`config.mk`:
```
export PLATFORM = sky130hd
export DESIGN_NAME = fetch_queue_unit
export DESIGN_NICKNAME = d
export VERILOG_FILES = /design/src/rtl/fetch_queue_unit.sv
export SDC_FILE = /design/constraint.sdc
export NUM_CORES = 1
export LEC_CHECK = 0
export BUFFER_PORTS_ARGS = -buffer_cell sky130_fd_sc_hd__buf_4
export CAP_MARGIN = 20
export CORE_MARGIN = 2
export CORE_UTILIZATION = 62
export DETAILED_ROUTE_END_ITERATION = 7
export PLACE_DENSITY = 0.85
export RECOVER_POWER = 50
export SYNTH_ARGS = -nofsm -noshare
export SYNTH_HDL_FRONTEND = slang
export SYNTH_SLANG_ARGS = --single-unit
```
`constraint.sdc`:
```
create_clock -name clk -period 5.79 [get_ports clk]
set_input_delay 0.8685 -clock clk [delete_from_list [all_inputs] [get_ports clk]]
set_output_delay 0.8685 -clock clk [all_outputs]
set_load 0.01 [all_outputs]
```
`src/rtl/fetch_queue_unit.sv`:
```
// fetch_queue_unit
//   Sequential PC generator with a single-outstanding instruction-memory
//   request port and a DEPTH-entry {inst, pc} FIFO toward decode.
//   Jump/branch redirects flush the FIFO and discard any in-flight response.
//
// Ports
//   clk, rst_n          clock (posedge) and synchronous active-low reset
//   imem_req_*          request handshake (valid/ready) and word address
//   imem_resp_*         response valid and instruction data
//   out_valid/ready     FIFO head handshake toward decode
//   out_inst, out_pc    FIFO head contents (undefined when out_valid=0)
//   stall               blocks new request issue only
//   jmp, jmp_addr       J-type redirect and its 26-bit target field
//   branch, offset      taken-branch redirect and its 16-bit word offset
//   redir_pc            PC of the redirecting instruction
//
// Optional feature macro: FETCH_PERF_EN
//   Adds perf_redirects[31:0] (redirect cycles) and perf_dropped[31:0]
//   (discarded responses); both cleared by reset and wrap at 2^32.
module fetch_queue_unit #(
  parameter int          ADDR_W   = 32,
  parameter logic [31:0] RESET_PC = 32'h8002_0000,
  parameter int          DEPTH    = 4,
  parameter int          INST_W   = 32
) (
  input  logic              clk,
  input  logic              rst_n,
  output logic              imem_req_valid,
  input  logic              imem_req_ready,
  output logic [ADDR_W-1:0] imem_req_addr,
  input  logic              imem_resp_valid,
  input  logic [INST_W-1:0] imem_resp_data,
  output logic              out_valid,
  input  logic              out_ready,
  output logic [INST_W-1:0] out_inst,
  output logic [ADDR_W-1:0] out_pc,
  input  logic              stall,
  input  logic              jmp,
  input  logic [25:0]       jmp_addr,
  input  logic              branch,
  input  logic [15:0]       offset,
  input  logic [ADDR_W-1:0] redir_pc
`ifdef FETCH_PERF_EN
  ,
  output logic [31:0]       perf_redirects,
  output logic [31:0]       perf_dropped
`endif
);

  localparam int              PTR_W      = $clog2(DEPTH);
  localparam logic [PTR_W:0]  DEPTH_C    = (PTR_W+1)'(DEPTH);
  localparam logic [ADDR_W-1:0] RESET_PC_A = ADDR_W'(RESET_PC);

  typedef enum logic [1:0] {
    S_IDLE = 2'd0,  // free to issue a request
    S_WAIT = 2'd1,  // request accepted, response will be kept
    S_DROP = 2'd2   // request accepted, response will be discarded
  } state_t;

  state_t state_reg, state_next;

  logic [ADDR_W-1:0] next_pc_reg;
  logic [ADDR_W-1:0] req_pc_reg;   // PC of the outstanding request
  logic [ADDR_W-1:0] jmp_target, br_target, redir_target, off_ext;

  logic [INST_W-1:0] inst_mem [DEPTH];
  logic [ADDR_W-1:0] pc_mem   [DEPTH];
  logic [PTR_W-1:0]  wr_ptr_reg, rd_ptr_reg;
  logic [PTR_W:0]    count_reg;

  logic redirect, accept, push, pop;

  assign redirect = jmp | branch;
  assign accept   = imem_req_valid & imem_req_ready;
  // A response arriving together with a redirect is discarded like a flushed entry.
  assign push     = (state_reg == S_WAIT) & imem_resp_valid & ~redirect;
  assign pop      = out_valid & out_ready;

  // Redirect targets. Jump keeps every PC bit above the 28-bit jump field.
  generate
    if (ADDR_W > 28) begin : g_jmp_hi
      assign jmp_target = {redir_pc[ADDR_W-1:28], jmp_addr, 2'b00};
    end else begin : g_jmp_lo
      assign jmp_target = {jmp_addr, 2'b00};
    end
  endgenerate

  assign off_ext      = {{(ADDR_W-18){offset[15]}}, offset, 2'b00};
  assign br_target    = redir_pc + ADDR_W'(4) + off_ext;
  assign redir_target = jmp ? jmp_target : br_target;

  // ---------------- FSM: state register ----------------
  always_ff @(posedge clk) begin
    if (!rst_n) state_reg <= S_IDLE;
    else        state_reg <= state_next;
  end

  // ---------------- FSM: next state ----------------
  always_comb begin
    state_next = state_reg;
    case (state_reg)
      S_IDLE: if (accept) state_next = redirect ? S_DROP : S_WAIT;
      // A response in the redirect cycle itself is dropped here, so no DROP wait.
      S_WAIT: if (imem_resp_valid) state_next = S_IDLE;
              else if (redirect)   state_next = S_DROP;
      S_DROP: if (imem_resp_valid) state_next = S_IDLE;
      default: state_next = S_IDLE;
    endcase
  end

  // ---------------- FSM: outputs ----------------
  // Free-slot test uses the registered count only, so a same-cycle pop frees
  // its slot for issue one cycle later; IDLE implies nothing outstanding.
  always_comb begin
    imem_req_valid = 1'b0;
    if (rst_n && (state_reg == S_IDLE) && !stall && !redirect && (count_reg < DEPTH_C))
      imem_req_valid = 1'b1;
  end

  assign imem_req_addr = next_pc_reg;

  // ---------------- PC tracking ----------------
  always_ff @(posedge clk) begin
    if (!rst_n) begin
      next_pc_reg <= RESET_PC_A;
      req_pc_reg  <= RESET_PC_A;
    end else begin
      if (accept) req_pc_reg <= next_pc_reg;
      if (redirect)    next_pc_reg <= redir_target;
      else if (accept) next_pc_reg <= next_pc_reg + ADDR_W'(4);
    end
  end

  // ---------------- FIFO control ----------------
  always_ff @(posedge clk) begin
    if (!rst_n || redirect) begin
      wr_ptr_reg <= '0;
      rd_ptr_reg <= '0;
      count_reg  <= '0;
    end else begin
      if (push) wr_ptr_reg <= wr_ptr_reg + 1'b1;
      if (pop)  rd_ptr_reg <= rd_ptr_reg + 1'b1;
      case ({push, pop})
        2'b10:   count_reg <= count_reg + 1'b1;
        2'b01:   count_reg <= count_reg - 1'b1;
        default: count_reg <= count_reg;
      endcase
    end
  end

  // FIFO storage (no reset needed; validity tracked by count_reg).
  always_ff @(posedge clk) begin
    if (push) begin
      inst_mem[wr_ptr_reg] <= imem_resp_data;
      pc_mem[wr_ptr_reg]   <= req_pc_reg;
    end
  end

  assign out_valid = (count_reg != '0);
  assign out_inst  = inst_mem[rd_ptr_reg];
  assign out_pc    = pc_mem[rd_ptr_reg];

`ifdef FETCH_PERF_EN
  logic drop_resp;
  assign drop_resp = imem_resp_valid &
                     ((state_reg == S_DROP) | ((state_reg == S_WAIT) & redirect));

  always_ff @(posedge clk) begin
    if (!rst_n) begin
      perf_redirects <= '0;
      perf_dropped   <= '0;
    end else begin
      if (redirect)  perf_redirects <= perf_redirects + 32'd1;
      if (drop_resp) perf_dropped   <= perf_dropped + 32'd1;
    end
  end
`endif

endmodule

```
==> results.cfg, run 1 <==
[run_status]
status = complete, but fails checks
violations = max-capacitance violations, max-slew violations

[timing]
grt_setup_unrepaired = no
drv_slew = 61
worstMarginPinSlew_ns = 1.80
setup_viol = 0
fin_setup_tns_ns = 0
slew_headroom_pct = -20.3
fmax_mhz = 218
finalHoldViolCount = 0
finalCriticalPeriod_ns = 4.59
period_share_pct = 79.2
setup_slack_ns = 1.20
fin_skew_ns = 0.0103

[yosys]
synthFlopType = edfxtp_1
ys_types = 66
synth_area_leaders = edfxtp_1, dfxtp_1, mux4_2
synth-seq-cells = 331
synthesis.nets = 1230
async_flop_share_pct = 0
syn_inst = 1051
synth_top_area_share_pct = 51.9
synth_edf_count = 256
ys_seq_area_share_pct = 62.1
synth_warnings = 0
syn_area_mm2 = 0.0148
avgSynthCellArea_um2 = 14.1
synth_area_leader_cell = edfxtp_1

[layout]
multi_input_area_mm2 = 0.00536
ff_latch_area_mm2 = 0.00919
antenna_cells = 0
fill_cells = 1464
drive_above_1_share_pct = 22.1
top_regs = inst_mem: 128 flops, pc_mem: 128 flops
fin_nets = 1436
syn2layout_area_growth_pct = 17.8

[power_and_ir_drop]
clockPowerShare_pct = 39.5
p_int_w = 0.00392
p_leak_nw = 5.90
sw_frac_of_total_pct = 22.7
powerDensity_mw_per_mm2 = 291
combinationalPowerShare_pct = 9.1
vdd_drop_max_uv = 238
p_sw_w = 0.00115
power_frac_seq_pct = 51.4

[placement]
preCtsSetupSlack_ns = 2.03
hpwl_um = 25600
gp_congestion = 0.952
io_buffers = 211

[routing]
vias_per_cell = 6.38
dr.first_iter.drc_count = 1064
antenna_left = 0
vias = 10200
route.detailed.drc = 0
avgRoutedWirePerCell_um = 24.3
first_pass_iters = 5
drt_wl_total_um = 38900

[global_routing]
grt_pass1_vias = 10100
antenna_found_initial = 0
grt.overflow.total = 0
grt_pass1_wl_um = 59000
grt_max_degree = 65
grt_util_all_layers_pct = 31.4

[worst_setup_path]
startpoint_type = input port
slowest_delay_ns = 1.15
critPathKind = in2reg
path_buf_inv = 2
cp_slowest_cell = clkbuf_1
critPathTopFamily = buffers and inverters
cp_max_fo = 36
cp.required_ns = 6.22
crit_chain = clkbuf_1 -> nand2b_1 -> nor2_1 -> nand2_1 -> clkbuf_1 -> nand2_1 -> a21oi_1 -> nor3_1 -> a211o_1
endpoint_kind = register
cp_data_arrival_time_ns = 5.02

[clocking]
cts_tree = built
post_cts_buffers = 0
postCtsResizedCells = 0
cts_hold_buf = 0
cts_made_buffers = 29
clockRootBuffer = clkbuf_16
cts_sinks = 331
clockBufferDepth = 3
htree_levels = 1
worstSkewPairLatency_ns = 0.54
clk_pin_slew_worst_paths_ns = 0.07

[die]
ios = 212
die_h_um = 158
die-area_mm2 = 0.0251
start_util_pct = 63.0
core_mm2 = 0.0235
dieWidth_um = 158
fp-row-count = 56

[worst_hold_path]
worstHoldPathType = reg2reg

[run]
maxCapViolations = 2
==> kinds of logic (layout without fill, tap and decap cells) <==
family | after synthesis | in the layout | share of synthesized area [%]
adders and majority gates | 65 | 65 | 5.60
and+or+nand+nor | 261 | 261 | 8.38
buffers and inverters | 62 | 290 | 1.69
muxes | 73 | 73 | 10.3
AOI/OAI and AO/OA | 223 | 223 | 9.76
DFF | 331 | 331 | 62.1
xor gates and xnor gates | 36 | 36 | 2.13
==> layout by cell type, fill, tap and decap left out, types with 18 or more instances in the layout <==
cell,instances
clkbuf_16,29
buf_4,154
nand2_1,102
mux4_2,64
dfxtp_1,73
nand3_1,25
edfxtp_1,256
nand4_1,18
ha_1,63
xor2_1,19
o21ai_0,39
a21oi_1,81
clkbuf_1,67
nor2_1,49
==> power by group through the flow <==
stage	clock [W]	combinational, W	sequential, W
2_1_floorplan	0	0.000283	0.00265
3_3_place_gp	0	0.000467	0.00266
3_5_place_dp	0	0.000472	0.00266
4_1_cts	0.00202	0.000478	0.00261
5_1_grt	0.00210	0.000506	0.00261
6_report	0.00200	0.000459	0.00261
==> final cells by class <==
class                           instances  area share, %
Clock inverter                         22           1.41
Tap cell                              319           2.29
Inverter                               15          0.323
Timing Repair Buffer                  222           8.19
Multi-Input combinational cell        658           30.7
Sequential cell                       331           52.7
Clock buffer                           31           4.32
==> Yosys cell counts, types with 3 or more instances <==
| cell type | number |
|---|---|
| a22o_1 | 3 |
| clkbuf_1 | 33 |
| o21a_1 | 12 |
| mux4_2 | 64 |
| and3_1 | 11 |
| a21oi_1 | 81 |
| o22ai_1 | 3 |
| o221a_2 | 3 |
| xnor2_1 | 17 |
| buf_2 | 5 |
| nor3_1 | 13 |
| edfxtp_1 | 256 |
| inv_1 | 14 |
| buf_1 | 7 |
| nand2b_1 | 7 |
| a32oi_1 | 8 |
| nand4_1 | 18 |
| a31oi_1 | 11 |
| o21ai_0 | 39 |
| a21o_1 | 6 |
| ha_1 | 63 |
| nor2_1 | 49 |
| a211oi_1 | 11 |
| a211o_1 | 3 |
| nand2_1 | 102 |
| and2_1 | 11 |
| o221ai_1 | 11 |
| a311oi_1 | 3 |
| nor2b_1 | 8 |
| xor2_1 | 19 |
| o31ai_1 | 4 |
| o211ai_1 | 4 |
| or3_1 | 5 |
| nand3_1 | 25 |
| mux2i_1 | 9 |
| dfxtp_1 | 75 |
==> stage by stage <==
stage	cell area (µm²)	instances	util [%]	hold slack, ns	power, W
2_1_floorplan	14800	1051	-	0.453	0.00293
3_3_place_gp	16700	1544	71.0	0.473	0.00312
3_5_place_dp	16700	1545	71.1	0.486	0.00313
4_1_cts	17700	1598	75.4	0.495	0.00511
5_1_grt	17400	1598	74.3	0.528	0.00521
6_report	17400	1598	74.3	0.486	0.00507
==> worst paths after layout <==
path                                          to                 startpoint  depth (start not counted)  slack [ns]
setup / recovery  imem_req_addr[20]$_SDFFE_PN0P_                        jmp                          9        1.20
setup reg to reg  imem_req_addr[20]$_SDFFE_PN0P_  state_reg[1]$_SDFFE_PN0P_                          8        2.29
hold reg to reg        count_reg[2]$_SDFFE_PP0P_  count_reg[2]$_SDFFE_PP0P_                          2        0.49
hold / removal         count_reg[2]$_SDFFE_PP0P_  count_reg[2]$_SDFFE_PP0P_                          2        0.49
==> routing by layer <==
metal / wire [µm] / vias up / track usage [%]
met1: 14400 / 4968 / 40.2
met2: 19200 / 604 / 53.5
met3: 3540 / 104 / 5.44
li1: - / 4517 / -
met4: 1670 / 0 / 12.8
met5: 0 / - / 0
==> worst register-to-register path, cell delays in order, from the launching register on <==
cell and delay, ns:
dfxtp_1 0.40, nand2b_1 0.21, nor2_1 0.14, nand2_1 0.09
clkbuf_1 1.15, nand2_1 0.78, a21oi_1 0.32, nor3_1 0.07
a211o_1 0.23
Note: power is estimated with default switching activity, not from simulation.
==> inputs of run 2 (changes only) <==
--- a/config.mk
+++ b/config.mk
@@ -5,12 +5,13 @@
 export SDC_FILE = /design/constraint.sdc
 export NUM_CORES = 1
 export LEC_CHECK = 0
+export ABC_AREA = 1
 export BUFFER_PORTS_ARGS = -buffer_cell sky130_fd_sc_hd__buf_4
 export CAP_MARGIN = 20
 export CORE_MARGIN = 2
-export CORE_UTILIZATION = 62
+export CORE_UTILIZATION = 58
 export DETAILED_ROUTE_END_ITERATION = 7
-export PLACE_DENSITY = 0.85
+export PLACE_DENSITY = 0.8
 export RECOVER_POWER = 50
 export SYNTH_ARGS = -nofsm -noshare
 export SYNTH_HDL_FRONTEND = slang
==> constraint.sdc (replaced) <==
create_clock -name clk -period 4.4 [get_ports clk]
set_input_delay 0.66 -clock clk [delete_from_list [all_inputs] [get_ports clk]]
set_output_delay 0.66 -clock clk [all_outputs]
set_load 0.01 [all_outputs]
==> run 2 against run 1 <==
Against the previous run: the run still ends with max-capacitance violations, max-slew violations left; die area rose by 12%; worst hold slack got worse by 0.11 ns; synthesized cell count rose by 55%; clock skew rose by 0.0073 ns; register-to-register slack got worse by 0.62 ns; critical endpoint is now imem_req_addr[23]$_SDFFE_PN0P_; highest routed layer unchanged.
==> results.cfg, run 2 <==
[yosys]
synth_area_leader_cell = edfxtp_1
synth_area_leaders = edfxtp_1, dfxtp_1, o21ai_0
synthTopCellsByCount = nand2_1, edfxtp_1, nor2_1
ys_seq_area_share_pct = 58.8
synth_top_area_share_pct = 49.2
syn_inst = 1632
async_flop_share_pct = 0
avgSynthCellArea_um2 = 9.57
synth-seq-cells = 331
synth_edf_count = 256
ys_types = 35
yosysMostFrequentCell = nand2_1
syn_area_mm2 = 0.0156
synth_warnings = 0
synthesis.nets = 1811
synthFlopType = edfxtp_1

[routing]
drt_wl_total_um = 39300
antenna_left = 0
dr.first_iter.drc_count = 1108
vias_per_cell = 5.72
first_pass_iters = 5
vias = 12500
route.detailed.drc = 0
avgRoutedWirePerCell_um = 18.0

[global_routing]
grt_pass1_vias = 12200
grt.overflow.total = 0
grt_max_degree = 78
grt_pass1_wl_um = 61900
grt_util_all_layers_pct = 27.6
antenna_found_initial = 0

[worst_setup_path]
worstRegToRegCells = 7
cp_max_fo = 41
cp_common_cell = nand2_1
worst-path-stages = 12
critPathTopFamily = simple AND/OR/NAND/NOR gates
critPathKind = in2reg
startpoint_type = input port
cp_data_arrival_time_ns = 4.09
cp_slowest_cell = nand2_2
crit_chain = clkbuf_1 -> nor2_4 -> buf_4 -> nand2_1 -> nor4_4 -> nand2_1 -> nand2_2 -> inv_2 -> a21oi_1 -> nand3_1 -> nand2_1 -> inv_1
endpoint_kind = register
slowest_delay_ns = 0.70
path_buf_inv = 4
cp.required_ns = 4.83

[power_and_ir_drop]
power_frac_seq_pct = 50.3
p_int_w = 0.00529
p_leak_nw = 7.51
combinationalPowerShare_pct = 9.4
powerDensity_mw_per_mm2 = 373
p_sw_w = 0.00155
sw_frac_of_total_pct = 22.6
vdd_drop_max_uv = 309
clockPowerShare_pct = 40.3

[layout]
fin_util_pct = 68.5
final_common_cell = nand2_1
antenna_cells = 0
fill_cells = 2032
top_regs = inst_mem: 128 flops, pc_mem: 128 flops
final_cell_mix = nand2_1, edfxtp_1, nor2_1, o21ai_0, buf_4
fin_nets = 1997
drive_above_1_share_pct = 12.1
syn2layout_area_growth_pct = 17.2

[run]
maxCapViolations = 4

[timing]
fin_setup_tns_ns = 0
finalHoldViolCount = 0
period_share_pct = 83.2
setup_viol = 0
drv_slew = 260
finalCriticalPeriod_ns = 3.66
slew_headroom_pct = -9.91
fin_skew_ns = 0.0176
fmax_mhz = 273
grt_setup_unrepaired = no
setup_slack_ns = 0.741
worstMarginPinSlew_ns = 1.65

[clocking]
worstSkewPairLatency_ns = 0.54
cts_sinks = 331
postCtsResizedCells = 0
cts_hold_buf = 0
clockBufferDepth = 3
clk_pin_slew_worst_paths_ns = 0.06
htree_levels = 1
cts_made_buffers = 29
clockRootBuffer = clkbuf_16
cts_tree = built
post_cts_buffers = 0

[die]
die_h_um = 168
start_util_pct = 58.4
die-area_mm2 = 0.0283
fp-row-count = 60
core_mm2 = 0.0267
dieWidth_um = 168
ios = 212

[worst_hold_path]
holdPathStages = 1
worstHoldPathType = in2reg

[run_status]
violations = max-capacitance violations, max-slew violations
status = complete, but fails checks

[placement]
gp_congestion = 0.921
io_buffers = 211
preCtsSetupSlack_ns = 0.992
hpwl_um = 27100
==> run 2: cell count changes in the layout (fill, tap and decap cells not counted), sizes merged, moves of 11 or more <==
| cell | before | now |
|---|---|---|
| nor2 | 49 | 227 |
| o21ai | 40 | 217 |
| nand2 | 102 | 269 |
| inv | 16 | 137 |
| mux4 | 64 | 0 |
| o22ai | 3 | 65 |
| nand3 | 25 | 76 |
| xnor2 | 17 | 2 |
| a21oi | 81 | 94 |
| clkbuf | 98 | 110 |
| o21a | 12 | 0 |
| and2 | 11 | 0 |
| and3 | 11 | 0 |
| o221ai | 11 | 0 |
==> run 2: kinds of logic after synthesis <==
logic type / Yosys count / synth area share, %
compound gates: 402 / 13.8
flops: 331 / 58.8
buf+inv: 204 / 5.00
fa+ha+maj: 65 / 5.30
simple gates: 615 / 16.2
xor+xnor: 15 / 0.841
==> run 2: area by class of cell <==
type	instances	area (µm²)	share of cell area, %
clock buffers	44	948	5.18
flip-flops and latches	331	9190	50.2
well taps	341	427	2.33
clock inverters	10	138	0.752
inverters	137	515	2.82
repair buffers	222	1410	7.70
multi-input cells	1097	5670	31.0
==> run 2: power groups by stage <==
stage | Clock (W) | Combinational, W | Sequential [W]
CTS | 0.00277 | 0.000672 | 0.00344
finish | 0.00275 | 0.000642 | 0.00344
global placement | 0 | 0.000659 | 0.00351
floorplan | 0 | 0.000390 | 0.00350
detailed placement | 0 | 0.000667 | 0.00351
global route | 0.00289 | 0.000721 | 0.00344
==> run 2: path summary, 6_finish.rpt <==
check	from	to	slack, ns
setup / recovery	jmp	imem_req_addr[23]$_SDFFE_PN0P_	0.74
hold reg to reg	rd_ptr_reg[0]$_SDFFE_PP0P_	register	0.47
hold / removal	imem_resp_data[28]	inst_mem[2][28]$_DFFE_PP_	0.38
setup reg to reg	state_reg[0]$_SDFFE_PN0P_	pc_mem[2][30]$_DFFE_PP_	1.67
==> run 2: layer usage <==
metal	track usage, %	up-vias	part of all wire (%)
li1	-	6072	-
met1	35.4	5816	40
met2	48.7	504	50
met3	3.08	79	6.8
met4	9.93	0	3.4
met5	0	-	0
==> run 2: metrics by stage <==
step	total power, W	instances	cell area [µm²]	hold WS, ns
floorplan	0.00389	1632	15600	0.436
global placement	0.00417	2128	17500	0.443
detailed placement	0.00417	2128	17500	0.450
CTS	0.00688	2182	18600	0.305
global route	0.00706	2182	18300	0.382
finish	0.00683	2182	18300	0.376
==> run 2: worst register-to-register path, cell delays in order, from the launching register on <==
cell	delay [ns]
dfxtp_1	0.31
inv_1	0.08
nor2_1	0.14
nand2_1	0.11
nor2_1	0.10
inv_1	0.19
nor2_4	0.12
buf_2	1.21
==> inputs of run 3 (changes only) <==
--- a/config.mk
+++ b/config.mk
@@ -5,13 +5,13 @@
 export SDC_FILE = /design/constraint.sdc
 export NUM_CORES = 1
 export LEC_CHECK = 0
-export ABC_AREA = 1
+export ABC_AREA = 0
 export BUFFER_PORTS_ARGS = -buffer_cell sky130_fd_sc_hd__buf_4
 export CAP_MARGIN = 20
 export CORE_MARGIN = 2
-export CORE_UTILIZATION = 58
+export CORE_UTILIZATION = 52
 export DETAILED_ROUTE_END_ITERATION = 7
-export PLACE_DENSITY = 0.8
+export PLACE_DENSITY = 0.76
 export RECOVER_POWER = 50
 export SYNTH_ARGS = -nofsm -noshare
 export SYNTH_HDL_FRONTEND = slang
==> constraint.sdc (replaced) <==
create_clock -name clk -period 3.2 [get_ports clk]
set_input_delay 0.48 -clock clk [delete_from_list [all_inputs] [get_ports clk]]
set_output_delay 0.48 -clock clk [all_outputs]
set_load 0.01 [all_outputs]
==> run 3 against run 2 <==
Against the previous run: the run now ends clean; register-to-register slack worse by 0.84 ns; die area is 5.6% higher; sequential power is 37% higher; routed wire length is 12% lower; clock power is 20% higher; first-iteration DRC count is 16% lower; worst setup slack worse by 0.37 ns; largest cell class unchanged.
==> results.cfg, run 3 (synthesis results as in run 1) <==
[placement]
gp_congestion = 0.912
io_buffers = 211
hpwl_um = 24100
dpl_cell_area_mm2 = 0.0171

[worst_setup_path]
worstRegToRegCells = 5
endpoint_kind = register
critPathTopFamily = buffers and inverters
critPathKind = in2reg
slowest_delay_ns = 0.93
cp_common_cell = clkbuf_1
rrSetupSlack_ns = 0.83
reg2reg_from = state_reg[0]$_SDFFE_PN0P_
crit_chain = clkbuf_4 -> clkbuf_1 -> nand2b_1 -> nor2_1 -> clkbuf_1 -> nand2_1 -> nand2_1 -> clkbuf_1 -> o221ai_1 -> a21oi_1
timing.rr.end = inst_mem[0][23]$_DFFE_PP_
path_buf_inv = 4
cp_slowest_cell = clkbuf_1
cp_max_fo = 27
cp.required_ns = 3.67
cp_data_arrival_time_ns = 3.30
startpoint_type = input port

[die]
start_util_pct = 53.0
core_mm2 = 0.0279
die_h_um = 173
die-area_mm2 = 0.0298
ios = 212
fp-row-count = 61
dieWidth_um = 173

[layout]
final_cell_mix = edfxtp_1, buf_4, nand2_1, a21oi_1, clkbuf_1
fill_cells = 2181
drive_above_1_share_pct = 23.9
antenna_cells = 0
stdcell_area_mm2 = 0.0177
final_common_cell = edfxtp_1
syn2layout_area_growth_pct = 19.7
top_regs = inst_mem: 128 flops, pc_mem: 128 flops
fin_nets = 1470

[timing]
worstMarginPinSlew_ns = 1.27
drv_slew = 0
finalCriticalPeriod_ns = 2.82
period_share_pct = 88.3
finalHoldViolCount = 0
fin_skew_ns = 0.0107
slew_headroom_pct = 15.2
grt_setup_unrepaired = no
fin_setup_tns_ns = 0
setup_viol = 0
fmax_mhz = 354

[power_and_ir_drop]
powerDensity_mw_per_mm2 = 502
clockPowerShare_pct = 37.1
p_int_w = 0.00680
power_frac_seq_pct = 53.0
p_leak_nw = 6.02
sw_frac_of_total_pct = 23.5
combinationalPowerShare_pct = 9.9
vdd_drop_max_uv = 450
p_sw_w = 0.00209

[clocking]
cts_sinks = 331
cts_made_buffers = 31
cts_hold_buf = 0
cts_tree = built
post_cts_buffers = 0
worstSkewPairLatency_ns = 0.55
postCtsResizedCells = 0
clockBufferDepth = 3
clk_pin_slew_worst_paths_ns = 0.06
clockRootBuffer = clkbuf_16
htree_levels = 1

[routing]
first_pass_iters = 5
dr.first_iter.drc_count = 932
route.detailed.drc = 0
avgRoutedWirePerCell_um = 20.4
drt_wl_total_um = 34500
vias = 9886
antenna_left = 0
vias_per_cell = 5.84

[run]
maxCapViolations = 0

[global_routing]
grt_util_all_layers_pct = 22.6
grt_pass1_vias = 9678
grt_max_degree = 65
grt_pass1_wl_um = 53900
grt.overflow.total = 0
antenna_found_initial = 0

[worst_hold_path]
worstHoldPathType = in2reg
holdPathEnd = state_reg[1]$_SDFFE_PN0P_
min_from = imem_resp_valid
holdPathStages = 2

[run_status]
status = complete, no violations
[run 3: cell types whose count changed in the layout (fill, tap and decap cells not counted), sizes merged, moves of 23 or more]
cell   previous run  this run
mux4              0        64
nand3            76        25
o21ai           217        40
o22ai            65         3
nand2           269       102
inv             137        16
nor2            227        49
buf             156       179
[run 3: worst max path at each step]
stage	from	depth (start not counted)	end	slack, ns
after global placement	offset[1]	11	imem_req_addr[31]$_SDFFE_PN1P_	0.04
after floorplan	jmp	4	inst_mem[2][0]$_DFFE_PP_	0.07
after global routing	rst_n	10	imem_req_addr[12]$_SDFFE_PN0P_	0.21
final	rst_n	10	imem_req_addr[8]$_SDFFE_PN0P_	0.38
after CTS	register	3	out_inst[16]	0.43
after detailed placement	offset[1]	11	imem_req_addr[31]$_SDFFE_PN1P_	0.008
[run 3: area by class of cell]
class | count | area, µm² | area share [%]
Tap cell | 378 | 473 | 2.67
Clock buffer | 37 | 798 | 4.51
Timing Repair Buffer | 254 | 1710 | 9.63
Multi-Input combinational cell | 658 | 5360 | 30.3
Sequential cell | 331 | 9190 | 51.9
Clock inverter | 21 | 119 | 0.671
Inverter | 15 | 56.3 | 0.318
[run 3: through the flow]
| step | util, % | power (W) | worst slack [ns] | hold WS, ns | std cells |
|---|---|---|---|---|---|
| finish | 63.4 | 0.00889 | 0.376 | 0.125 | 1694 |
| global route | 63.4 | 0.00919 | 0.214 | 0.115 | 1694 |
| CTS | 64.5 | 0.00898 | 0.433 | 0.102 | 1694 |
| detailed placement | 61.2 | 0.00571 | 0.00798 | 0.478 | 1636 |
| global placement | 61.2 | 0.00570 | 0.0392 | 0.465 | 1636 |
| floorplan | - | 0.00531 | 0.0666 | 0.453 | 1051 |
[run 3: worst register-to-register path, stage by stage (launching register included)]
cell and delay, ns:
dfxtp_1 0.36, nor2b_1 0.18, nand2_1 0.10, nor2_1 0.30, and2_2 0.21, clkbuf_4 0.78
[run 3: power by group through the flow]
stage	sequential, W	combinational, W	clock [W]
floorplan	0.00479	0.000512	0
global placement	0.00480	0.000897	0
detailed placement	0.00480	0.000909	0
CTS	0.00471	0.000917	0.00335
global route	0.00472	0.000966	0.00351
finish	0.00471	0.000881	0.00330
[run 3: routing by layer]
layer | track usage [%] | part of all wire (%) | vias to the layer above
li1 | - | - | 4603
met1 | 31.6 | 42 | 4785
met2 | 37.1 | 48 | 438
met3 | 4.42 | 8.1 | 60
met4 | 5.16 | 1.9 | 0
met5 | 0 | 0 | -
